==> src/rtl/smag_mul_seq.sv <==
// rtl/smag_mul_seq.sv - sequential sign-magnitude shift-and-add multiplier driving a shared magnitude adder
// Optional SMUL_EARLY_EXIT_EN: finish as soon as no multiplier bits remain above the current one.
module smag_mul_seq #(
    parameter int WIDTH = 16
) (
    input  logic             clk,
    input  logic             rst,
    input  logic             start,
    input  logic [WIDTH-1:0] op_a,
    input  logic [WIDTH-1:0] op_b,
    output logic [WIDTH-1:0] add_a,
    output logic [WIDTH-1:0] add_b,
    input  logic [WIDTH-1:0] add_c,
    output logic             busy,
    output logic             done,
    output logic [WIDTH-1:0] result,
    output logic             ovf
);
    localparam int MW   = WIDTH - 1;
    localparam int ITER = WIDTH - 1;
    localparam int CW   = $clog2(ITER);

    typedef enum logic [1:0] {S_IDLE, S_CALC, S_DONE} state_t;

    state_t          r_state;
    logic [MW-1:0]   r_mag_a;
    logic [MW-1:0]   r_mag_b;
    logic            r_sgn;
    logic [MW-1:0]   r_acc;
    logic            r_ovf_int;
    logic [CW-1:0]   r_cnt;
    logic            r_busy;
    logic            r_done;
    logic [WIDTH-1:0] r_result;
    logic            r_ovf;

    logic [2*MW-1:0] w_shift;
    logic            w_bit;
    logic            w_wrap;
    logic            w_lost;
    logic            w_last;
    logic            w_unused_sign;

    assign w_shift = {{MW{1'b0}}, r_mag_a} << r_cnt;
    assign w_bit   = r_mag_b[r_cnt];
    // A 15-bit sum smaller than the accumulator means the adder carried out of the magnitude.
    assign w_wrap  = add_c[MW-1:0] < r_acc;
    assign w_lost  = |w_shift[2*MW-1:MW];
    assign w_unused_sign = add_c[WIDTH-1];

`ifdef SMUL_EARLY_EXIT_EN
    assign w_last = (r_cnt == CW'(ITER - 1)) || ((r_mag_b >> (r_cnt + 1'b1)) == '0);
`else
    assign w_last = (r_cnt == CW'(ITER - 1));
`endif

    // Adder operands always carry a zero sign so the shared adder acts as a magnitude adder.
    assign add_a  = (r_state == S_CALC) ? {1'b0, r_acc} : '0;
    assign add_b  = (r_state == S_CALC) ? {1'b0, w_shift[MW-1:0]} : '0;
    assign busy   = r_busy;
    assign done   = r_done;
    assign result = r_result;
    assign ovf    = r_ovf;

    always_ff @(posedge clk) begin
        if (rst) begin
            r_state   <= S_IDLE;
            r_mag_a   <= '0;
            r_mag_b   <= '0;
            r_sgn     <= 1'b0;
            r_acc     <= '0;
            r_ovf_int <= 1'b0;
            r_cnt     <= '0;
            r_busy    <= 1'b0;
            r_done    <= 1'b0;
            r_result  <= '0;
            r_ovf     <= 1'b0;
        end else begin
            case (r_state)
                S_IDLE: begin
                    r_done <= 1'b0;
                    if (start) begin
                        r_mag_a   <= op_a[MW-1:0];
                        r_mag_b   <= op_b[MW-1:0];
                        r_sgn     <= op_a[WIDTH-1] ^ op_b[WIDTH-1];
                        r_acc     <= '0;
                        r_ovf_int <= 1'b0;
                        r_cnt     <= '0;
                        r_busy    <= 1'b1;
                        r_state   <= S_CALC;
                    end
                end
                S_CALC: begin
                    if (w_bit) begin
                        r_acc <= add_c[MW-1:0];
                        if (w_wrap || w_lost) begin
                            r_ovf_int <= 1'b1;
                        end
                    end
                    r_cnt <= r_cnt + 1'b1;
                    if (w_last) begin
                        r_done  <= 1'b1;
                        r_state <= S_DONE;
                    end
                end
                S_DONE: begin
                    // A zero magnitude is reported as +0 regardless of the operand signs.
                    r_result <= (r_acc == '0) ? '0 : {r_sgn, r_acc};
                    r_ovf    <= r_ovf_int;
                    r_done   <= 1'b0;
                    r_busy   <= 1'b0;
                    r_state  <= S_IDLE;
                end
                default: begin
                    r_done  <= 1'b0;
                    r_busy  <= 1'b0;
                    r_state <= S_IDLE;
                end
            endcase
        end
    end
endmodule
==> config.mk <==
export PLATFORM = sky130hd
export DESIGN_NAME = smag_mul_seq
export DESIGN_NICKNAME = d
export VERILOG_FILES = /design/src/rtl/smag_mul_seq.sv
export SDC_FILE = /design/constraint.sdc
export NUM_CORES = 1
export LEC_CHECK = 0
export CAP_MARGIN = 20
export CORE_MARGIN = 5
export CORE_UTILIZATION = 50
export DETAILED_ROUTE_END_ITERATION = 8
export GPL_TIMING_DRIVEN = 0
export PLACE_DENSITY = 0.77
export SKIP_CTS_REPAIR_TIMING = 1
export SLEW_MARGIN = 5
export SYNTH_ARGS = -nofsm -noshare
export SYNTH_HDL_FRONTEND = slang
export SYNTH_SLANG_ARGS = --single-unit
==> constraint.sdc <==
create_clock -name clk -period 2.25 [get_ports clk]
set_input_delay 0.225 -clock clk [delete_from_list [all_inputs] [get_ports clk]]
set_output_delay 0.225 -clock clk [all_outputs]
set_load 0.03 [all_outputs]
==> summary.txt <==
largest net degree at the start of global routing - 13
CTS clk-pin slew, worst paths - 70 ps
PnR worst setup slack - -135 ps
Max IR drop VDD - 0.000410 V
crit path cell chain - buf_6 -> buf_12 -> buf_12 -> mux2i_4 -> mux2i_2 -> mux2_4 -> a22oi_2 -> nor2_1 -> buf_4
Gate power share - 21.1%
Worst path slowest cell - dfxtp_2
First DRT Iteration DRCs - 308
pre-CTS worst setup slack - -575 ps
Critical Path AT - 2160 ps
Netlist cell types - 51
final setup fails - 10
Sink Count - 72
FFs w/ async S/R, synth - 0%
CTS tree - built
Routed WL per cell - 17.8 µm
most used flip-flop cell after synthesis - dfxtp_1
Synth Instances - 540
Max-Cap Viols - 0
total number of yosys warnings - 0
Worst-Skew Late Latency - 350 ps
Post-synth EDFFs - 0
# IOs - 102
placed wire-length estimate - 10200 µm
Crit. End Element - output port
status - complete, but fails checks
Layout Utilization - 72.4%
starting density of the core - 51.0%
vias - 4525
#FFs+latches synth - 72
Avg Cell Area, Syn - 7.68 µm²
die width - 101 µm
hold crit path type - primary input to flip-flop
Clock power frac - 35.9%
dpl cells - 743
CP required - 2030 ps
slowest cell delay on critical path - 360 ps
crit path kind - flip-flop to output port
most frequent cells in the layout - nand2_1, a21oi_1, dfxtp_1
I/O Buffers - 97
Leak - 2.42 nW
Internal - 2.26 mW
initial antenna violation count - 0
final hold vios - 0
Max Slew Vio Count - 0
die height - 101 µm
failing checks - setup timing
FILL cells - 682
total congestion overflow - 0
DRT antenna net count - 0
CP Max Fanout - 8
most frequent CP cell - buf_12
Slew headroom - 60.2%
Seq pwr share - 42.9%
final instance area - 0.00589 mm²
CP delay by family, top - multiplexers
first-pass GRT wire length - 21200 µm
RSZ-0062 raised after global routing - true
share of cells above drive strength 1 - 16.4%
dpl cell area - 0.00527 mm²
fin crit period - 2380 ps
Rows - 33
diodes inserted - 0
vias in the first global route - 4151
total power - 3.20 mW
commonest non-fill, non-tap cell in the layout - nand2_1
die area - 0.0102 mm²
Finished Layout Cells - 776
worst path bufs/invs - 4
Sw Pwr - 943 µW
CTS buffer count - 9
gr usage total - 26.0%
PwrDens - 544 mW/mm²
Final TNS setup - -532 ps
Slew @ Worst Pin - 596 ps
worst hold slack - 374 ps
CTS max path bufs - 2
vias per cell - 5.83
residual DRC count - 0
detailed-route wire length - 13800 µm
CTS H-tree depth - 3
Post-Syn Area - 0.00415 mm²
routability congestion estimate - 0.954
Root Buffer - clkbuf_8
register area share after synthesis - 34.7%
Final Cycle Share - 106%
CP startpoint kind - flip-flop
Clock Skews - 15.3 ps
core footprint - 0.00813 mm²
TritonRoute pass-1 iters - 5
Switching Share - 29.4%
fmax - 0.419 GHz
Layout Area Growth over Synthesis - 42.0%
nets@finish - 733
==> cells in the mapped netlist (3+ instances only) <==
cell | number | area [µm²]
o21a_1 | 3 | 22.5
o21ai_0 | 3 | 15.0
mux4_2 | 6 | 135
dfxtp_1 | 72 | 1440
nor2_1 | 33 | 124
nand2b_1 | 6 | 37.5
a2111oi_0 | 5 | 43.8
inv_1 | 16 | 60.1
buf_1 | 7 | 26.3
mux2_2 | 6 | 67.6
a21oi_1 | 74 | 370
nor4_1 | 4 | 25.0
a22oi_1 | 3 | 22.5
buf_4 | 7 | 52.6
clkbuf_1 | 30 | 113
nor3_1 | 13 | 65.1
and2_1 | 5 | 31.3
mux2i_1 | 19 | 190
a311oi_1 | 3 | 26.3
o22ai_1 | 3 | 18.8
a21o_1 | 6 | 45.0
o211ai_1 | 17 | 128
a211oi_1 | 6 | 45.0
nand3_1 | 23 | 115
ha_1 | 16 | 200
nand2_1 | 117 | 439
nor2b_1 | 6 | 37.5
==> worst paths after layout <==
path	from	end	slack (ps)	cells past startpoint
setup / recovery	r_cnt[1]$_SDFFE_PP0P_	add_b[10]	-130	9
hold / removal	rst	r_ovf_int$_SDFFE_PP0P_	370	2
setup reg to reg	r_cnt[1]$_SDFFE_PP0P_	r_ovf_int$_SDFFE_PP0P_	-20	8
hold reg to reg	r_mag_b[5]$_SDFFE_PP0P_	r_mag_b[5]$_SDFFE_PP0P_	460	2
==> cell families after synthesis <==
family	synth area share [%]
other cells	0.0904
buf+inv	6.85
simple gates	22.9
compound gates	20.9
flops	34.7
fa+ha+maj	4.83
xor+xnor	0.211
mux	9.47
==> per-layer routing <==
| metal | global-route usage (%) | part of all wire (%) | vias to the layer above |
|---|---|---|---|
| met5 | 0 | 0 | - |
| met4 | 7.16 | 2.1 | 0 |
| met3 | 4.08 | 7.2 | 40 |
| met2 | 40.3 | 46 | 205 |
| met1 | 37.3 | 44 | 2136 |
| li1 | - | - | 2144 |
==> power by group through the flow <==
| stage | Sequential [mW] | Combinational (mW) | Clock [mW] |
|---|---|---|---|
| finish | 1.38 | 0.678 | 1.15 |
| global route | 1.38 | 0.732 | 1.22 |
| CTS | 1.37 | 0.591 | 1.15 |
| detailed placement | 1.40 | 0.588 | 0 |
| global placement | 1.39 | 0.581 | 0 |
| floorplan | 1.38 | 0.367 | 0 |
==> final cells by class <==
type	count	area (µm²)	share of cell area [%]
Buffer	46	297	5.03
Clock buffer	11	131	2.23
Clock inverter	5	81.3	1.38
Inverter	16	63.8	1.08
Multi-Input combinational cell	405	2580	43.8
Sequential cell	72	1440	24.5
Tap cell	105	131	2.23
Timing Repair Buffer	116	1160	19.8
==> state kept, by name, indices dropped and copies added (netlist names) <==
name,flops
r_state,2
result,16
done,1
r_cnt,4
r_acc,15
r_mag_b,15
busy,1
r_ovf_int,1
ovf,1
r_mag_a,15
r_sgn,1
Power figures use the tool's default switching activity.
